===== src/rtl/reqack_tph2rdyval.sv =====
// Two-phase request/acknowledge receiver presenting a ready/valid stream.
// A toggle on req (after optional 2-flop synchronisation) announces a new
// word on i_dat. The word is captured into a single output register and
// acknowledged with an ack toggle at the same edge, so the sender can run
// ahead while the captured word waits for rdy.
module reqack_tph2rdyval #(
  parameter int unsigned DWIDTH      = 1,
  parameter bit          INCLUDE_CDC = 1'b0
) (
  input  logic              clk,
  input  logic              rst,
  input  logic              req,
  output logic              ack,
  input  logic [DWIDTH-1:0] i_dat,
  output logic              vld,
  input  logic              rdy,
  output logic [DWIDTH-1:0] o_dat
);

  typedef enum logic {
    S_EMPTY = 1'b0,
    S_FULL  = 1'b1
  } state_t;

  state_t            r_state;
  state_t            w_state_nxt;
  logic              r_ack;
  logic              w_ack_nxt;
  logic              r_sync_p0;
  logic              r_sync_p1;
  logic [DWIDTH-1:0] r_dat_p0;
  logic              w_req_i;
  logic              w_pending;
  logic              w_cap;

  // --- stage 0: req synchroniser (bypassed when the sender shares clk) ---
  // Two-flop synchroniser on the incoming request level.
  always_ff @(posedge clk) begin
    if (rst) begin
      r_sync_p0 <= 1'b0;
      r_sync_p1 <= 1'b0;
    end else begin
      r_sync_p0 <= req;
      r_sync_p1 <= r_sync_p0;
    end
  end

  assign w_req_i   = INCLUDE_CDC ? r_sync_p1 : req;

  // A request is outstanding whenever the request level differs from ack.
  assign w_pending = w_req_i ^ r_ack;

  // Capture when the output slot is empty or being drained this edge;
  // a simultaneous pop and capture keeps one transfer per cycle.
  assign w_cap     = w_pending & ((r_state == S_EMPTY) | rdy);

  // Next state of the output slot and the acknowledge toggle.
  always_comb begin
    w_state_nxt = r_state;
    w_ack_nxt   = r_ack;
    if (w_cap) begin
      w_state_nxt = S_FULL;
      w_ack_nxt   = ~r_ack;
    end else if ((r_state == S_FULL) && rdy) begin
      w_state_nxt = S_EMPTY;
    end
  end

  // --- stage 1: output slot control ---
  // Slot occupancy and acknowledge registers; reset empties the slot.
  always_ff @(posedge clk) begin
    if (rst) begin
      r_state <= S_EMPTY;
      r_ack   <= 1'b0;
    end else begin
      r_state <= w_state_nxt;
      r_ack   <= w_ack_nxt;
    end
  end

  // Output data register; only meaningful while vld is high, so no reset.
  always_ff @(posedge clk) begin
    if (w_cap) begin
      r_dat_p0 <= i_dat;
    end
  end

  assign vld   = (r_state == S_FULL);
  assign ack   = r_ack;
  assign o_dat = r_dat_p0;

endmodule

===== config.mk =====
export PLATFORM = sky130hd
export DESIGN_NAME = reqack_tph2rdyval
export DESIGN_NICKNAME = d
export VERILOG_FILES = /design/src/rtl/reqack_tph2rdyval.sv
export SDC_FILE = /design/constraint.sdc
export NUM_CORES = 1
export LEC_CHECK = 0
export CAP_MARGIN = 20
export CORE_AREA = 4 4 41 43
export DETAILED_ROUTE_END_ITERATION = 7
export DIE_AREA = 0 0 45 47
export SLEW_MARGIN = 30
export SYNTH_ARGS = -nofsm -noshare
export SYNTH_HDL_FRONTEND = slang
export SYNTH_SLANG_ARGS = --single-unit

===== constraint.sdc =====
create_clock -name clk -period 1.9 [get_ports clk]
set_clock_uncertainty 0.1 [all_clocks]
set_input_delay 0.475 -clock clk [delete_from_list [all_inputs] [get_ports clk]]
set_output_delay 0.475 -clock clk [all_outputs]
set_load 0.05 [all_outputs]

# After elaboration in Yosys (flattened, before gate mapping)
# Cells that the tools add are included.
[totals] regBits=3 latch_bits=0 mem_bits_rw=0 mem_bits_ro=0 in_bits=5 output_inout_bits=3 elab_cells=12 memories=0
[op_classes] n_addsub=0 n_mul=0 n_div=0 magnitude_cmp=0 eq_ne=0 shifts=0 muxes=2 bitwise_logic=5 n_reduce_logical=2
[ops] operator="$mux 1" n=2
[ops] operator="$not 1->1" n=2
[ops] operator="$reduce_bool 2->1" n=1
[ops] operator="$and 1x1->1" n=1
[ops] operator="$logic_and 1x1->1" n=1
[ops] operator="$or 1x1->1" n=1
[ops] operator="$xor 1x1->1" n=1

# Depth between registers and ports, before layout
# Gate-level depths: netlist of the first run.
[depth] depth_word=4 ltp_mapped=3 depth_no_buf=3

# Worst setup path after synthesis of the first run
# Ideal clock, no wire load.
[synth_timing] kind="register -> register" from="register r_ack, in the netlist ack" to="register r_dat_p0, in the netlist o_dat (enable)" setup_time_ps=304 t_arrival_ps=930 t_required_ps=1496 setup_slack_ps=567 stages_incl_launch_ff=3 n_path_buf=0 synth_period_minus_slack_ps=1333 path_cell_list="dfxtp_1 > xnor2_1 > a21oi_1"
[synth_between] elab_chain_cells=2
[synth_lines] item="from (decl)" line_no="27" rtl="logic r_ack;"
[synth_lines] item="from (signal assigned)" line_no="77" rtl="r_ack <= w_ack_nxt;"
[synth_lines] item="$xor 1x1->1" line_no="51" rtl="assign w_pending = w_req_i ^ r_ack;"
[synth_lines] item="$and 1x1->1" line_no="55" rtl="assign w_cap = w_pending & ((r_state == S_EMPTY) | rdy);"
[synth_lines] item="via w_cap" line_no="34" rtl="logic w_cap;"
[synth_lines] item="to (signal assigned)" line_no="84" rtl="r_dat_p0 <= i_dat;"
[synth_lines] item="to (decl)" line_no="31" rtl="logic [DWIDTH-1:0] r_dat_p0;"
# The timed path passes the listed nets, and every way through them passes these cells.
# A chain may end at the register's enable or synchronous reset.

# Worst setup path after layout of the first run
[layout_timing] from="register r_state, in the netlist vld" to="output port vld"
[layout_lines] item="from (decl)" line_no="25" rtl="state_t r_state;"
[layout_lines] item="from (signal assigned)" line_no="76" rtl="r_state <= w_state_nxt;"
[layout_lines] item="to (decl)" line_no="15" rtl="output logic vld,"
# No word-level cell between the ends.

==> out/results.txt, run 1 <==
leading cell type in the layout, fill and taps excluded: clkdlybuf4s50_1
initial core utilization: 9.23%
initial antenna violation count: 0
share of post-route cells with drive strength above 1: 33.3%
cell leakage power: 0.000104 µW
ordered cell list for the critical path: buf_12
final estimated routing congestion in global placement: 0.608
Synth Instances: 10
worst slew pin tran: 0.233 ns
hold slack final: 0.451 ns
largest net degree at the start of global routing: 4
total global-route track usage: 3.24%
clock slew seen by the registers of the worst setup and hold paths: 0.04 ns
# hold bufs at CTS: 0
count of TritonRoute iterations in the first routing pass: 1
Worst EP required: 1.32 ns
kind of cell adding the most delay to the critical path: flip-flops
netlist area before placement: 120 µm²
Avg Cell Area, Syn: 12.0 µm²
number of synthesized register bits: 3
number of library cell types mapped by synthesis: 8
detailed-route wire length per cell: 7.33 µm
number of antenna-violating nets in the routed design: 0
WL final: 264 µm
buffers inserted during post-CTS setup optimization: 0
number of standard-cell rows in the floorplan: 13
number of buffer and inverter stages on the critical path: 1
post-route fraction of the period consumed by the critical path: 74.4%
FF-to-FF setup slack: 0.89 ns
outcome: complete, no violations
num ports: 8
GRT overflow: 0
Critical Path Source Type: register
detailed router's first-iteration violation count: 0
via-per-instance ratio: 2.86
number of maximum-capacitance constraint violations: 0
final non-filler cell total: 36
accumulated negative setup slack: 0 ns
RSZ-0062 raised after global routing: no
floorplan die area: 2120 µm²
maximum root-to-sink buffer count: 2
count of H-tree levels built during CTS: 1
path category of the worst min-delay check: reg -> reg
number of buffers added by the clock tree synthesis step: 3
number of global-route vias before repair: 123
area inside the core boundary: 1300 µm²
Clock Root Buffer: clkbuf_4
Worst setup EP type: output pin
arrival time of data at the critical path endpoint: 0.84 ns
Final setup viols: 0
clock insertion delay at the later pin of the skew report: 0.23 ns
first-pass GRT wire length: 420 µm
maximum fanout along the worst path: 3
Post-CTS Resized: 0
number of buffer cells added on primary ports: 7
vertical die dimension: 47 µm
Final #Nets: 27
via count: 103
startpoint-to-endpoint class of the critical path: reg -> out
Slew Limit Headroom: 84.5%
synth warn: 0
Slowest-stage cell, CP: dfxtp_1
power density of the placed cells: 1000 nW/µm²
Syn Nets: 15
Area growth syn-to-layout: 100%
minimum clock period: 1.41 ns
maximum frequency from static timing analysis: 708 MHz
die width: 45 µm
antenna cells: 0
Sinks on Clock Net: 3
commonest cells after routing, fill and taps aside: clkdlybuf4s50_1, clkbuf_4, a21oi_1, dfxtp_1, buf_4
Final Max Slew Viols: 0
final routed DRC violation total: 0
CTS tree: done
largest stage delay on the critical path: 0.44 ns
post-synthesis sequential area ratio: 58.3%
count of final hold-check violations: 0
worst vdd rail ir drop: 0.306 mV
instance count after placement with tap cells included: 32
[cell usage after synthesis, drive strengths merged]
library cell | n | share of area (%)
nand2b | 1 | 11
inv | 1 | 3.1
a21oi | 2 | 8.3
dfxtp | 2 | 33
edfxtp | 1 | 25
mux2i | 1 | 8.3
xnor2 | 1 | 7.3
nor2 | 1 | 3.1
[through the flow]
step / utilization [%] / total power (µW) / setup slack, ns / area, µm²
2_1_floorplan: - / 107 / 0.567 / 120
3_3_place_gp: 16.4 / 132 / 0.310 / 214
3_5_place_dp: 16.4 / 133 / 0.296 / 214
4_1_cts: 18.5 / 248 / 0.469 / 240
5_1_grt: 18.5 / 257 / 0.458 / 240
6_report: 18.5 / 240 / 0.487 / 240
[registers in the layout (all words and copies together) (netlist names)]
name,flops
ack,1
o_dat,1
vld,1
[power breakdown]
group	internal, µW	leakage (µW)	switching, µW
combinational	25.0	0.0000631	27.4
sequential	72.8	0.0000264	5.76
clock	78.6	0.0000150	30.8
[final cells by class]
cell class / instances / area (µm²)
inverters: 1 / 3.75
multi-input cells: 6 / 46.3
well taps: 15 / 18.8
flip-flops and latches: 3 / 70.1
clock buffers: 4 / 26.3
fillers: 150 / 1060
repair buffers: 7 / 75.1
[per-layer routing]
| layer | vias up | GRT usage, % | routed length, µm |
|---|---|---|---|
| li1 | 55 | - | - |
| met3 | 0 | 4.21 | 56 |
| met4 | 0 | 3.51 | 0 |
| met2 | 8 | 3.67 | 91 |
| met1 | 40 | 2.51 | 116 |
| met5 | - | 0 | 0 |
[final timing paths]
path	start	endpoint	cells past startpoint
worst max-delay path	vld	vld	1
worst min-delay path	ack	ack	2
worst max register to register	ack	o_dat	2
worst min register to register	ack	ack	2
[kinds of logic after synthesis]
kind of cell / Yosys count / synth area share [%]
AND/OR/NAND/NOR: 2 / 14.6
buffers and inverters: 1 / 3.12
multiplexers: 1 / 8.33
XOR/XNOR: 1 / 7.29
AO/OA/AOI/OAI: 2 / 8.33
flip-flops: 3 / 58.3
Power figures use the tool's default switching activity.
==> inputs of run 2 (changes only) <==
==> constraint.sdc (replaced) <==
create_clock -name clk -period 1.28 [get_ports clk]
set_clock_uncertainty 0.1 [all_clocks]
set_input_delay 0.32 -clock clk [delete_from_list [all_inputs] [get_ports clk]]
set_output_delay 0.32 -clock clk [all_outputs]
set_load 0.05 [all_outputs]
==> run 2 against run 1 <==
Against the previous run:
- critical path depth stayed put
- register-to-register slack got worse by 0.62 ns
- global-route usage up 0.55 points
- first-iteration DRC count up 1
- design area up 11%
- worst hold slack worse by 0.027 ns
- wire length is 3.0% higher
- worst setup slack worse by 0.43 ns
- sequential cell count did not move
- critical endpoint is now o_dat
- largest cell class unchanged
- highest routed layer unchanged
==> out/results.txt, run 2 (synthesis results as in run 1) <==
outcome: complete, no violations
via count: 109 (+5.8%)
maximum root-to-sink buffer count: 2 (unchanged)
area inside the core boundary: 1300 µm² (unchanged)
post-route fraction of the period consumed by the critical path: 95.4%
Cell Int Power: 276 µW (+56%)
clock slew seen by the registers of the worst setup and hold paths: 0.04 ns (about the same)
WL final: 272 µm (+3.0%)
initial core utilization: 9.23% (unchanged)
die width: 45 µm (unchanged)
number of buffer cells added on primary ports: 7 (unchanged)
Sinks on Clock Net: 3 (unchanged)
# hold bufs at CTS: 0 (unchanged)
Worst EP required: 0.86 ns (-0.46 ns)
startpoint-to-endpoint class of the critical path: reg -> out
share of post-route cells with drive strength above 1: 42.9% (+9.5 points)
Slowest-stage cell, CP: edfxtp_1
ordered cell list for the critical path: buf_12
number of global-route vias before repair: 120 (-2.4%)
Area growth syn-to-layout: 123%
cell leakage power: 0.000113 µW (+8.3%)
relative contribution of combinational cells to total power: 23.9% (+2.1 points)
number of standard-cell rows in the floorplan: 13 (unchanged)
power density of the placed cells: 1410 nW/µm² (+41%)
first-pass GRT wire length: 503 µm (+20%)
GRT overflow: 0 (unchanged)
Final setup viols: 0 (unchanged)
commonest cells after routing, fill and taps aside: clkdlybuf4s50_1, clkbuf_4, buf_12, a21oi_1, dfxtp_2
number of buffer and inverter stages on the critical path: 1 (unchanged)
Clock Root Buffer: clkbuf_4
count of H-tree levels built during CTS: 1 (unchanged)
number of buffers added by the clock tree synthesis step: 3 (unchanged)
CTS tree: done
maximum fanout along the worst path: 1 (-2)
clock insertion delay at the later pin of the skew report: 0.23 ns (about the same)
net switching power: 102 µW (+59%)
final estimated routing congestion in global placement: 0.631 (+3.6%)
largest stage delay on the critical path: 0.40 ns (-0.04 ns)
detailed router's first-iteration violation count: 1 (+1)
Critical Path Source Type: register
detailed-route wire length per cell: 7.56 µm (+3.0%)
maximum frequency from static timing analysis: 819 MHz
antenna cells: 0 (unchanged)
clock network fraction of design power: 44.2% (-1.3 points)
Final #Nets: 27 (unchanged)
Worst setup EP type: output pin
worst slew pin tran: 0.168 ns (-0.0644 ns)
utilization after layout: 20.6% (+2.1 points)
num ports: 8 (unchanged)
sequential group share of total power: 31.9% (-0.8 points)
kind of cell adding the most delay to the critical path: flip-flops
worst vdd rail ir drop: 0.551 mV (+80%)
number of antenna-violating nets in the routed design: 0 (unchanged)
final routed DRC violation total: 0 (unchanged)
leading cell type in the layout, fill and taps excluded: clkdlybuf4s50_1
hold slack final: 0.424 ns (-0.0270 ns)
count of TritonRoute iterations in the first routing pass: 2 (+1)
largest net degree at the start of global routing: 4 (unchanged)
path category of the worst min-delay check: reg -> reg
Slew Limit Headroom: 88.7% (+4.2 points)
arrival time of data at the critical path endpoint: 0.80 ns (-0.04 ns)
floorplan die area: 2120 µm² (unchanged)
count of final hold-check violations: 0 (unchanged)
total global-route track usage: 3.79% (+0.55 points)
RSZ-0062 raised after global routing: no
vertical die dimension: 47 µm (unchanged)
via-per-instance ratio: 3.03 (+5.8%)
switching portion of total power: 26.9% (+0.32 points)
minimum clock period: 1.22 ns
number of maximum-capacitance constraint violations: 0 (unchanged)
initial antenna violation count: 0 (unchanged)
Final Max Slew Viols: 0 (unchanged)
## run 2: cell counts in the layout (fill, tap and decap cells not counted)
Identical to the previous run, type by type.
## run 2: timing repair
action | 4_1_cts | 5_1_grt
endpoints found under the setup margin | 1 | 0
resized for setup | 1 | 0
setup buffers | 0 | 0
## run 2: routing by layer
layer / wire length, µm / global-route usage (%) / up-vias
met5: 0 / 0 / -
met4: 0 / 1.75 / 0
met3: 53 / 4.60 / 0
met2: 75 / 4.24 / 10
met1: 143 / 4.08 / 44
li1: - / - / 55
## run 2: stage by stage
| step | cells | power (µW) | setup WS [ns] | cell area [µm²] | TNS (ns) |
|---|---|---|---|---|---|
| 2_1_floorplan | 10 | 159 | 0.110 | 121 | 0 |
| 3_3_place_gp | 32 | 211 | -0.156 | 240 | -0.253 |
| 3_5_place_dp | 32 | 212 | -0.170 | 240 | -0.269 |
| 4_1_cts | 36 | 388 | 0.0465 | 268 | 0 |
| 5_1_grt | 36 | 409 | 0.0291 | 268 | 0 |
| 6_report | 36 | 378 | 0.0588 | 268 | 0 |
## run 2: power by group through the flow
stage,Combinational [µW],Clock (µW),Sequential (µW)
global route,94.4,193,122
detailed placement,90.7,0,122
CTS,91.2,176,121
finish,90.3,167,120
global placement,90.1,0,121
floorplan,14.8,0,145
## run 2: area by class of cell
cell class | count | area (µm²)
clock buffer | 4 | 26.3
multi-input combinational | 6 | 46.3
inverter | 1 | 3.75
timing repair buffer | 7 | 100
sequential | 3 | 72.6
tap | 15 | 18.8
fill | 147 | 1030
## run 2: worst paths after layout
path | end | slack [ns] | depth (start not counted) | startpoint
worst max-delay path | o_dat | 0.06 | 1 | o_dat
worst min-delay path | vld | 0.42 | 2 | vld
worst min register to register | vld | 0.42 | 2 | vld
worst max register to register | o_dat | 0.27 | 2 | ack
